$ cat config.mk
export PLATFORM = sky130hd
export DESIGN_NAME = channel_fifo_responder
export DESIGN_NICKNAME = d
export VERILOG_FILES = /design/src/rtl/channel_fifo_responder.sv
export SDC_FILE = /design/constraint.sdc
export NUM_CORES = 1
export LEC_CHECK = 0
export CAP_MARGIN = 0
export CORE_MARGIN = 2
export CORE_UTILIZATION = 55
export DETAILED_ROUTE_END_ITERATION = 6
export HOLD_SLACK_MARGIN = 0.02
export PLACE_DENSITY = 0.79
export SYNTH_ARGS = -nofsm -noshare
export SYNTH_HDL_FRONTEND = slang
export SYNTH_SLANG_ARGS = --single-unit
$ cat constraint.sdc
create_clock -name clk -period 3.8 [get_ports clk]
set_clock_uncertainty 0.2 [all_clocks]
set_input_delay 0.57 -clock clk [delete_from_list [all_inputs] [get_ports clk]]
set_output_delay 0.57 -clock clk [all_outputs]
set_load 0.005 [all_outputs]
$ cat src/rtl/channel_fifo_responder.sv
`default_nettype none
//============================================================================
// Module      : channel_fifo_responder
// Description : Responder end of the HLS channel handshake. Buffers
//               WIDTH-bit words from a producer kernel in a circular FIFO
//               of DEPTH entries and hands them to a consumer kernel
//               through a registered out_data port.
//
// Ports       : clk          - single clock, rising-edge active
//               rst          - asynchronous, active-low reset
//               in_data      - write data, sampled when write_valid is high
//               write_valid  - producer request, one word per high cycle
//               write_ready  - at least one entry free
//               read_valid   - consumer request, one word per high cycle
//               read_ready   - at least one entry occupied
//               out_data     - registered read data, held between reads
//
// Revision    : 1.0 - initial release
//============================================================================
module channel_fifo_responder #(
    parameter int WIDTH = 32,
    parameter int DEPTH = 16
) (
    input  logic             clk,
    input  logic             rst,
    input  logic [WIDTH-1:0] in_data,
    input  logic             write_valid,
    output logic             write_ready,
    input  logic             read_valid,
    output logic             read_ready,
    output logic [WIDTH-1:0] out_data
);

    // Pointer width; count needs one extra bit to represent "full".
    localparam int              c_ADDR_W     = $clog2(DEPTH);
    localparam logic [c_ADDR_W:0] c_FULL_COUNT = (c_ADDR_W + 1)'(DEPTH);
    localparam logic [c_ADDR_W:0] c_ONE        = (c_ADDR_W + 1)'(1);

    // Storage is deliberately left unreset; only the bookkeeping is cleared.
    logic [WIDTH-1:0]    r_mem [DEPTH];
    logic [c_ADDR_W-1:0] r_wr_ptr;
    logic [c_ADDR_W-1:0] r_rd_ptr;
    logic [c_ADDR_W:0]   r_count;
    logic [WIDTH-1:0]    r_out_data;

    logic w_write_ready;
    logic w_read_ready;
    logic w_write_fire;
    logic w_read_fire;

    //------------------------------------------------------------------------
    // Handshake decode. The ready flags depend on the registered count only,
    // so there is no combinational path from either valid to either ready.
    // Because of that, a same-cycle read on an empty FIFO is refused and a
    // same-cycle write on a full FIFO is refused: a read can never bypass a
    // write that lands on the same edge.
    //------------------------------------------------------------------------
    always_comb begin
        w_write_ready = (r_count != c_FULL_COUNT);
        w_read_ready  = (r_count != '0);
        w_write_fire  = write_valid & w_write_ready;
        w_read_fire   = read_valid  & w_read_ready;
    end

    //------------------------------------------------------------------------
    // Storage array write port.
    //------------------------------------------------------------------------
    always_ff @(posedge clk) begin
        if (w_write_fire) begin
            r_mem[r_wr_ptr] <= in_data;
        end
    end

    //------------------------------------------------------------------------
    // Pointers, occupancy and the output register. DEPTH is a power of two,
    // so the pointers wrap naturally when they overflow.
    //------------------------------------------------------------------------
    always_ff @(posedge clk or negedge rst) begin
        if (!rst) begin
            r_wr_ptr   <= '0;
            r_rd_ptr   <= '0;
            r_count    <= '0;
            r_out_data <= '0;
        end else begin
            if (w_write_fire) begin
                r_wr_ptr <= r_wr_ptr + 1'b1;
            end

            if (w_read_fire) begin
                r_rd_ptr   <= r_rd_ptr + 1'b1;
                r_out_data <= r_mem[r_rd_ptr];
            end

            // Simultaneous accepted read and write leave occupancy unchanged.
            if (w_write_fire && !w_read_fire) begin
                r_count <= r_count + c_ONE;
            end else if (w_read_fire && !w_write_fire) begin
                r_count <= r_count - c_ONE;
            end
        end
    end

    assign write_ready = w_write_ready;
    assign read_ready  = w_read_ready;
    assign out_data    = r_out_data;

endmodule
`default_nettype wire

==> flow_metrics.tcl <==
set metrics [dict create \
    ys_seq_area_share_pct 77.8 \
    vias_per_cell 6.32 \
    rows 71 \
    report.final.hold_viol_count 0 \
    p_leak_nw 7.84 \
    worst_pin_slew_ns 1.01 \
    detail_route.wl_per_cell_um 27.4 \
    gp_congestion 0.742 \
    overflow 0 \
    grt_pass1_vias 10600 \
    cp_cell_sequence "or4_4 > o21a_4 > inv_1 > ha_1 > inv_1 > fa_1 > a21o_1 > a21oi_1 > mux2i_1 > xnor2_1" \
    design_area_sq_um 24600 \
    arrival_ns 3.32 \
    cts_setup_buffers 0 \
    maxCapViolCount 0 \
    synthesis.nets 987 \
    placedCellCount 1499 \
    synth.area.top_cells "edfxtp_1 73%, mux4_2 14%, dfrtp_1 5.3%" \
    fin_crit_sh_pct 79.2 \
    cts.htree.levels 2 \
    die_w_um 200 \
    core_sq_um 37800 \
    multi_input_area_sq_um 4530 \
    start_kind "flop" \
    die_area_sq_um 40100 \
    clk_pin_slew_ns 0.06 \
    die_h_um 200 \
    drt_wl_total_um 43900 \
    critical_path.max_fanout 5 \
    cp-end-kind "flop" \
    num_antenna_cells 0 \
    first_iter_violations 926 \
    cts-hold-fix-buffers 1 \
    vias 10100 \
    portBuffers 69 \
    crit_type "flop to flop" \
    max_stage_delay_ns 0.59 \
    critPathSlowestCell "or4_4" \
    num-fill-cells 2427 \
    initial_core_util_pct 56.0 \
    synth_area_sq_um 21200 \
    firstDrtPassIters 5 \
    yosys_warnings 0 \
    clkLatencyLatePin_ns 0.60 \
    final_cell_mix "512 x edfxtp_1, 128 x mux4_2, 68 x clkdlybuf4s50_1" \
    synth_area_per_cell_sq_um 22.5 \
    grt_max_degree 130 \
    cts_buffers 54 \
    period_minus_slack_ns 3.01 \
    antenna_found_initial 0 \
    cp.required_ns 4.12 \
    grt_pass1_wl_um 66100 \
    place_hpwl_um 23700 \
    setup_viol 0 \
    max-clock-path-buffers 3 \
    cpMostUsedCell "inv_1" \
    synth_cell_type_count 31 \
    holdWs_ns 0.347 \
    ys_ff_latch 557 \
    drc 0 \
    cts_root_buf "clkbuf_16" \
    dpl-instance-area_sq_um 22800 \
    clock-sinks 557 \
    antenna_left 0 \
    layout_commonest_cell "edfxtp_1" \
    netlist_instances 941 \
    ctsResizeCount 0 \
    seq_area_sq_um 16500 \
    hp-class "flop to flop" \
    layout.cells.non_filler 1601 \
    path_buf_inv 2 \
    fmax_ghz 0.332 \
    cp_top_family "compound AO/OA/AOI/OAI gates" \
    slew_viol_final 0 \
    cts_tree "done" \
    drive_above_1_share_pct 29.1 \
    powerDensity_nw_per_um2 750 \
    outcome "completed" \
    track_usage_pct 22.2 \
    synth.top_cell.area_share_pct 72.5 \
    slew_headroom_pct 32.5 \
    io_pins 70 \
    final_net_count 1091 \
    area_growth_pct 16.1 \
    synth_area_leader_cell "edfxtp_1" \
    grt_setup_unrepaired "false" \
    ir_worst_vdd_uv 450 \
    tns_ns 0 \
]
state kept, by name, indices dropped and copies added (netlist names):
name	flops
r_count	5
r_wr_ptr	4
r_mem	512
r_rd_ptr	4
out_data	32
metrics by stage:
| step | setup WS, ns | power [W] | utilization (%) |
|---|---|---|---|
| floorplan | 0.534 | 0.0114 | - |
| global placement | 0.651 | 0.0130 | 60.1 |
| detailed placement | 0.644 | 0.0131 | 60.1 |
| CTS | 0.778 | 0.0186 | 65.0 |
| global route | 0.582 | 0.0191 | 65.0 |
| finish | 0.792 | 0.0185 | 65.0 |
area by class of cell:
cell class                      count  area share (%)
Multi-Input combinational cell    326            18.4
Clock buffer                       72            6.09
Timing Repair Buffer              102            4.36
Inverter                            4          0.0610
Tap cell                          511            2.60
Clock inverter                     29            1.41
Sequential cell                   557            67.1
kinds of logic (layout without fill, tap and decap cells):
| logic type | count (synthesis) | in the layout | synth area share [%] |
|---|---|---|---|
| AND/OR/NAND/NOR | 37 | 37 | 0.809 |
| AO/OA/AOI/OAI | 106 | 106 | 3.35 |
| adder cells (fa/ha/maj) | 10 | 10 | 0.626 |
| buffers and inverters | 58 | 207 | 1.52 |
| XOR/XNOR | 10 | 10 | 0.413 |
| multiplexers | 163 | 163 | 15.5 |
| flip-flops | 557 | 557 | 77.8 |
worst paths after layout:
path                       slack [ns]  cells after the start                    from                        to
hold / removal                   0.35                      2  r_count[2]$_DFFE_PN0P_    r_count[2]$_DFFE_PN0P_
setup reg to reg                 0.79                     10  r_count[1]$_DFFE_PN0P_    r_count[4]$_DFFE_PN0P_
setup / recovery                 0.79                     10  r_count[1]$_DFFE_PN0P_    r_count[4]$_DFFE_PN0P_
min in group asynchronous        0.42                      2                     rst   out_data[1]$_DFFE_PN0P_
hold reg to reg                  0.35                      2  r_count[2]$_DFFE_PN0P_    r_count[2]$_DFFE_PN0P_
max in group asynchronous        2.12                      3                     rst  out_data[13]$_DFFE_PN0P_
worst register-to-register path, stage by stage, from the launching register on:
cell	delay [ns]
dfrtp_1	0.43
or4_4	0.59
o21a_4	0.22
inv_1	0.05
ha_1	0.15
inv_1	0.11
fa_1	0.44
a21o_1	0.21
a21oi_1	0.17
mux2i_1	0.23
xnor2_1	0.14
synthesized netlist by cell type (all sizes together):
cell    number
edfxtp     512
mux4       128
o22ai       64
dfrtp       45
buf         35
a21oi       34
mux2        34
clkbuf      19
nor2        14
nand2       10
ha           9
xnor2        8
inv          4
nand2b       4
nor3         4
o21ai        3
a21o         2
nand4        2
xor2         2
a21boi       1
fa           1
mux2i        1
nor4         1
o211ai       1
o21a         1
or2          1
or4          1
metal layers:
metal	global-route usage [%]	routed length [um]	vias to the layer above
met4	7.30	1050	0
met1	30.8	17600	5399
li1	-	-	4182
met5	0	0	-
met2	36.7	22300	469
met3	3.73	3010	74
power by group:
group	switching, W	internal [W]	total [W]
combinational	0.00251	0.00249	0.00501
clock	0.00224	0.00325	0.00550
sequential	0.000432	0.00752	0.00795
Power figures use the tool's default switching activity.
